### src/rtl/alu_issue_stage.sv
`default_nettype none
// ============================================================================
// Module   : alu_issue_stage
// Desc     : ID/EX pipeline register and alu operand driver. Latches decoded
//            fields, forwards EX/MEM and MEM/WB results onto the operands,
//            detects load-use hazards (stall + bubble), honours flush/hold.
// Revision : 1.0 - initial release
// ============================================================================
module alu_issue_stage #(
  parameter int BITS     = 32,
  parameter int REG_BITS = 5
) (
  input  logic                clk,
  input  logic                rst_n,
  input  logic                id_valid,
  input  logic [3:0]          id_aluOp,
  input  logic [REG_BITS-1:0] id_rs,
  input  logic [REG_BITS-1:0] id_rt,
  input  logic [BITS-1:0]     id_rsData,
  input  logic [BITS-1:0]     id_rtData,
  input  logic [BITS-1:0]     id_imm,
  input  logic                id_aluSrc,
  input  logic [REG_BITS-1:0] id_rd,
  input  logic                id_regWrite,
  input  logic                id_memRead,
  input  logic                flush,
  input  logic                hold,
  input  logic                exm_regWrite,
  input  logic [REG_BITS-1:0] exm_rd,
  input  logic [BITS-1:0]     exm_result,
  input  logic                mwb_regWrite,
  input  logic [REG_BITS-1:0] mwb_rd,
  input  logic [BITS-1:0]     mwb_result,
  output logic                ex_valid,
  output logic [3:0]          aluOp,
  output logic [BITS-1:0]     in1,
  output logic [BITS-1:0]     in2,
  output logic [REG_BITS-1:0] ex_rd,
  output logic                ex_regWrite,
  output logic                ex_memRead,
  output logic                stall
);

  // Bubble opcode: ADD of zero operands is harmless to the alu.
  localparam logic [3:0] c_ALU_ADD = 4'h0;

  logic                r_valid;
  logic [3:0]          r_aluOp;
  logic [REG_BITS-1:0] r_rs;
  logic [REG_BITS-1:0] r_rt;
  logic [BITS-1:0]     r_rsData;
  logic [BITS-1:0]     r_rtData;
  logic [BITS-1:0]     r_imm;
  logic                r_aluSrc;
  logic [REG_BITS-1:0] r_rd;
  logic                r_regWrite;
  logic                r_memRead;

  logic                w_hazard;
  logic                w_bubble;
  logic [BITS-1:0]     w_fwdRs;
  logic [BITS-1:0]     w_fwdRt;

  // Load-use hazard: a load in EX whose destination feeds the ID instruction.
  // rt only matters when the second operand actually comes from rt.
  always_comb begin
    w_hazard = id_valid && r_valid && r_memRead && (r_rd != '0) &&
               ((r_rd == id_rs) || ((r_rd == id_rt) && !id_aluSrc));
    // Flush and hold both outrank the hazard; neither asks upstream to stall.
    stall    = w_hazard && !flush && !hold;
    w_bubble = flush || (!hold && w_hazard);
  end

  // ID/EX register: flush > hold > load-use bubble > load.
  always_ff @(posedge clk or negedge rst_n) begin
    if (!rst_n) begin
      r_valid    <= 1'b0;
      r_aluOp    <= c_ALU_ADD;
      r_rs       <= '0;
      r_rt       <= '0;
      r_rsData   <= '0;
      r_rtData   <= '0;
      r_imm      <= '0;
      r_aluSrc   <= 1'b0;
      r_rd       <= '0;
      r_regWrite <= 1'b0;
      r_memRead  <= 1'b0;
    end else if (w_bubble) begin
      r_valid    <= 1'b0;
      r_aluOp    <= c_ALU_ADD;
      r_rs       <= '0;
      r_rt       <= '0;
      r_rsData   <= '0;
      r_rtData   <= '0;
      r_imm      <= '0;
      r_aluSrc   <= 1'b0;
      r_rd       <= '0;
      r_regWrite <= 1'b0;
      r_memRead  <= 1'b0;
    end else if (!hold) begin
      r_valid    <= id_valid;
      r_aluOp    <= id_aluOp;
      r_rs       <= id_rs;
      r_rt       <= id_rt;
      r_rsData   <= id_rsData;
      r_rtData   <= id_rtData;
      r_imm      <= id_imm;
      r_aluSrc   <= id_aluSrc;
      r_rd       <= id_rd;
      r_regWrite <= id_regWrite;
      r_memRead  <= id_memRead;
    end
  end

  // Operand forwarding: the younger EX/MEM result wins over MEM/WB; r0 never forwards.
  always_comb begin
    w_fwdRs = r_rsData;
    if (exm_regWrite && (exm_rd != '0) && (exm_rd == r_rs))
      w_fwdRs = exm_result;
    else if (mwb_regWrite && (mwb_rd != '0) && (mwb_rd == r_rs))
      w_fwdRs = mwb_result;

    w_fwdRt = r_rtData;
    if (exm_regWrite && (exm_rd != '0) && (exm_rd == r_rt))
      w_fwdRt = exm_result;
    else if (mwb_regWrite && (mwb_rd != '0) && (mwb_rd == r_rt))
      w_fwdRt = mwb_result;
  end

  // Drive the alu and downstream control from the EX slot.
  always_comb begin
    ex_valid    = r_valid;
    aluOp       = r_aluOp;
    in1         = w_fwdRs;
    in2         = r_aluSrc ? r_imm : w_fwdRt;
    ex_rd       = r_rd;
    ex_regWrite = r_regWrite;
    ex_memRead  = r_memRead;
  end

endmodule
`default_nettype wire

### config.mk
export PLATFORM = sky130hd
export DESIGN_NAME = alu_issue_stage
export DESIGN_NICKNAME = d
export VERILOG_FILES = /design/src/rtl/alu_issue_stage.sv
export SDC_FILE = /design/constraint.sdc
export NUM_CORES = 1
export LEC_CHECK = 0
export CAP_MARGIN = 20
export CELL_PAD_IN_SITES_DETAIL_PLACEMENT = 0
export CELL_PAD_IN_SITES_GLOBAL_PLACEMENT = 1
export CORE_MARGIN = 2
export CORE_UTILIZATION = 32
export DETAILED_ROUTE_END_ITERATION = 10
export PLACE_DENSITY = 0.8
export SLEW_MARGIN = 25
export SYNTH_ARGS = -nofsm -noshare
export SYNTH_HDL_FRONTEND = slang
export SYNTH_SLANG_ARGS = --single-unit
### constraint.sdc
create_clock -name clk -period 2.6 [get_ports clk]
set_input_delay 0.52 -clock clk [delete_from_list [all_inputs] [get_ports clk]]
set_output_delay 0.52 -clock clk [all_outputs]
set_load 0.01 [all_outputs]
Word level (Yosys, flattened, before mapping)

Cells that the tools add are included.
Widths: inputs -> output; s select.

Flip-flop bits (word level): 119
Bits of input ports: 199
Logic and storage cells: 67

Equal/unequal tests: 7
Multiplexer cells: 27
Reductions and logical operators: 22

Operators with widths:

| operator           | count |
|---|---|
| $mux 32            | 11 |
| $eq 5x5->1         | 6 |
| $mux 5             | 6 |
| $reduce_bool 5->1  | 3 |
| $logic_and 1x1->1  | 14 |
| $mux 1             | 8 |
| $mux 4             | 2 |
| $logic_not 1->1    | 3 |
| $logic_or 1x1->1   | 2 |
| $ne 2x1->1 const B | 1 |

Longest topological paths before layout

Depth after elaboration: 7
Depth in mapped cells: 8

Least setup slack after synthesis

No wires, ideal clock.

Kind: in2out
Start: input port mwb_rd[1]
End: output port in1[10]
Arrival: 2075 ps
Required time: 2080 ps
Slack: 5 ps
Cell stages on the path: 8
Path buffers: 3
Cells stage by stage: or4_1 -> o21a_1 -> buf_6 -> and4_4 -> buf_6 -> buf_6 -> mux2i_1 -> a21oi_1

Word-level cells in the longest chain between the ends: 5
Elaborated cells between the ends (all ways): 6
Classes of those cells: eq/ne (1); mux (2); reduce/logical (3)

RTL lines:

| element             | line | text |
|---|---|---|
| start: declaration  | 32   | `input logic [REG_BITS-1:0] mwb_rd,` |
| $reduce_bool 5->1   | 120  | `else if (mwb_regWrite && (mwb_rd != '0) && (mwb_rd == r_rs))` |
| $logic_and 1x1->1   | 120  |  |
| $logic_and 1x1->1 * | 120  |  |
| $mux 32 *           | 120  |  |
| $mux 32 *           | 118  | `if (exm_regWrite && (exm_rd != '0) && (exm_rd == r_rs))` |
| end: declaration    | 36   | `output logic [BITS-1:0] in1,` |

Mark *: on every way between the ends. The rest lies on a longest branch, timed or not.

Worst setup path after layout

Start: register r_rt[1]
End: output port in2[12]

Word-level cells in the longest chain between the ends: 5
Elaborated cells between the ends (all ways): 7
Classes of those cells: eq/ne (2); mux (3); reduce/logical (2)

RTL lines:

| element                  | line | text |
|---|---|---|
| start: declaration       | 50   | `logic [REG_BITS-1:0] r_rt;` |
| start signal: assignment | 104  | `r_rt <= id_rt;` |
| $eq 5x5->1               | 126  | `else if (mwb_regWrite && (mwb_rd != '0) && (mwb_rd == r_rt))` |
| $logic_and 1x1->1        | 126  |  |
| $mux 32                  | 126  |  |
| $mux 32 *                | 124  | `if (exm_regWrite && (exm_rd != '0) && (exm_rd == r_rt))` |
| $mux 32 *                | 135  | `in2 = r_aluSrc ? r_imm : w_fwdRt;` |
| end: declaration         | 37   | `output logic [BITS-1:0] in2,` |

Marked as above.

==> metrics.md <==
| Metric | Value |
|---|---|
| Cell taking the most area after synthesis | dfrtp_1 |
| Area growth syn-to-layout | 70.5% |
| Diode count | 0 |
| Critical Path RT | roughly 2100 ps |
| Via density | slightly above 5 |
| Number of buffers added on ports | 275 |
| Die W | 151 µm |
| First-pass GRT wire length | between 30 and 40 mm |
| Initial cell density of the core | 32.8% |
| Routed wire per std cell | slightly above 20 µm |
| Crit path top cell by count | buf_12 |
| Via count | ~7,000 |
| Largest net degree at the start of global routing | 120 |
| CTS tree | built |
| Seq/Total Area, Yosys | a little over two fifths |
| GPL Wtd Cong | approximately 0.78 |
| Vias in the first global route | between 6,000 and 7,000 |
| Outcome | finished with violations |
| Buf/Inv on CP | 5 |
| Synth cell types | 26 |
| Top Family by Delay on Critical Path | buffers and inverters |
| HPWL Detailed | roughly 18 mm |
| Overall power | approximately 5700 µW |
| Final worst slack | -270 ps |
| Die height | about 150 µm |
| Full die area | approximately 23,000 µm² |
| Leak | between 0.005 and 0.006 µW |
| H-tree Lvls | 4 |
| Met3 Routed Length | 1.79 mm |
| RSZ-0062 raised after global routing | yes |
| Core Area | roughly 21,000 µm² |
| GRT Total Usage | 22.1% |
| CP max FO | 8 |
| Tmin final | ~2900 ps |
| Max transition margin | 39.5% |
| Failing checks | negative setup slack |
| Worst min-delay path class | in2async |
| Avg Inst Size Synth | around 9.4 µm² |
| Number of clock sinks | 119 |
| Final Net Count | 1,251 |
| Placed cell areas | approximately 10,000 µm² |
| Wl on met1 | 11.8 mm |
| Final setup viols | 64 |
| VDD IR max | between 400 and 500 µV |
| CP endpoint kind | primary output |
| Share of cells above drive strength 1 | 27.2% |
| Cell row count | 53 |
| Routed WL | about 27 mm |
| Number of max-cap violations | 0 |
| DR top layer | met4 |
| Pwr dens | about 480 nW/µm² |
| Initial antenna violation count | 0 |
| Area of the multi-input gates | between 4000 and 5000 µm² |
| DRC | 0 |
| Worst Skew | around 8.3 ps |
| Fin Hold WS | approximately 43 ps |
| Cell count after placement | about 1,300 |
| Post-synth top area share | a little over two fifths |
| Yosys reg bits | around 120 |
| Overflow left after global routing | 0 |
| Largest stage delay, worst path | around 440 ps |
| Yosys Warn Count | 0 |
| DRT iter0 DRCs | roughly 280 |
| CTS max path bufs | 2 |
| Syn Inst Count | between 700 and 800 |
| Final instance area | 11,800 µm² |
| Filler instances | ~1,900 |
| Ports | between 200 and 300 |
| Clk_lat worst skew | roughly 420 ps |
| Worst Path Arrival | about 2400 ps |
| Final Non-Filler Cells | 1,339 |
| Routed Antenna Nets | 0 |
| Slew @ Worst Pin | roughly 900 ps |
| Crit Path Category | reg2out |
| Seq. cell area | 2980 µm² |
| Syn_nets | around 930 |
| Ranking of synthesized cells by area | dfrtp_1 43%, mux2i_1 22%, nor2_1 10% |
| Root buffer cell | clkbuf_16 |
| Critical path's slowest cell | dfrtp_2 |
| Detailed Routing Iterations Pass 1 | 4 |
| Netlist Area Pre-Place | between 6000 and 7000 µm² |
| Num CTS Buffers | 17 |
| Clk slew on worst S/H paths | 60 ps |
| Fmax | about 0.35 GHz |
| Slew Viols, Final | 0 |
| Final hold violation count | 0 |
| Routed wl met2 | around 13 mm |
| Period utilization | 110% |
| Worst Setup Start Kind | register |
| Critical path cell sequence | buf_6 > xor2_2 > nor3_2 > buf_4 > nand3_4 > buf_12 > buf_12 > a221oi_2 > o31ai_1 > buf_2 |
metal layers:
metal	vias up	global-route usage [%]
li1	3230	-
met1	3304	28.6
met2	236	37.3
met3	34	5.57
met4	0	5.09
met5	-	0
final cells by class:
cell class / instances / area share (%)
clock buffers: 19 / 3.76
well taps: 275 / 2.92
multi-input cells: 548 / 36.5
inverters: 1 / 0.0318
flip-flops and latches: 119 / 25.3
clock inverters: 12 / 1.10
repair buffers: 365 / 30.4
timing repair:
action / in CTS / in global routing
setup buffers: 12 / 10
gates cloned: 3 / 7
hold buffers: 0 / 0
resized for setup: 354 / 99
pin swaps: 34 / 66
setup endpoints to repair: 65 / 65
kinds of logic after synthesis:
family	after synthesis	share of synthesized area, %
buffers and inverters	65	4.54
AOI/OAI and AO/OA	100	10.3
xor gates and xnor gates	30	3.80
and+or+nand+nor	267	16.4
DFF	119	43.1
muxes	151	21.9
worst register-to-register path, stage by stage, from the launching register on:
cell and delay, ps:
dfrtp_2 450, xnor2_2 170, nand4_1 110, o32a_1 330, buf_4 160, o31ai_4 240, buf_12 190, buf_12 190
nor2_1 80
Yosys cell counts:
cell	instances
a21oi_1	32
a221oi_1	32
and3_1	32
and4_4	1
buf_2	23
buf_4	1
buf_6	5
clkbuf_1	35
dfrtp_1	119
inv_1	1
mux2i_1	151
nand2_1	33
nand3_1	2
nand3_2	1
nand4_1	2
nand4b_1	1
nor2_1	186
nor3_1	2
nor4_1	2
o21a_1	1
o21ai_0	1
o31ai_1	33
o32a_1	1
or4_1	5
xnor2_1	17
xor2_1	13
worst paths after layout:
check | slack (ps) | depth (start not counted) | startpoint | endpoint
max in group asynchronous | 1800 | 2 | rst_n | ex_rd[0]$_DFFE_PN0P_
min in group clk | 440 | 3 | id_rt[0] | r_rt[0]$_DFFE_PN0P_
min | 40 | 1 | rst_n | r_imm[8]$_DFFE_PN0P_
min reg2reg | 520 | 2 | r_imm[6]$_DFFE_PN0P_ | r_imm[6]$_DFFE_PN0P_
max | -270 | 10 | r_rt[1]$_DFFE_PN0P_ | in2[12]
max reg2reg | 560 | 8 | ex_rd[1]$_DFFE_PN0P_ | r_rtData[16]$_DFFE_PN0P_
cells in the final DEF, fill, tap and decap left out, types with 11 or more instances in the layout:
cell type / synthesis / routed
a221oi_2: 0 / 20
buf_6: 5 / 24
nand2_1: 33 / 33
a221oi_4: 0 / 12
o31ai_1: 33 / 24
and3_1: 32 / 29
clkbuf_16: 0 / 22
buf_2: 23 / 68
buf_12: 0 / 24
nor2_1: 186 / 175
xnor2_1: 17 / 11
a21oi_1: 32 / 22
clkdlybuf4s50_1: 0 / 192
dfrtp_1: 119 / 114
mux2i_1: 151 / 146
buf_4: 1 / 39
power by group:
| part | internal [µW] | leakage (µW) | switching, µW |
|---|---|---|---|
| Clock | 1430 | 0.000279 | 881 |
| Sequential | 1960 | 0.00157 | 87.6 |
| Combinational | 720 | 0.00360 | 589 |
state kept, by name (all words and copies together) (netlist names), 4 cells and up:
| register | flops |
|---|---|
| r_rs | 5 |
| r_imm | 32 |
| ex_rd | 5 |
| r_rtData | 32 |
| r_rt | 5 |
| aluOp | 4 |
| r_rsData | 32 |
metrics by stage:
step	TNS [ps]	setup WS (ps)	utilization, %
final	-12460	-270	55.9
after global routing	-17830	-375	55.9
after CTS	-13460	-313	52.7
after detailed placement	-58420	-1070	49.3
after global placement	-57320	-1060	49.3
after floorplan	0	5.21	-
(Power assumes the default switching activity.)
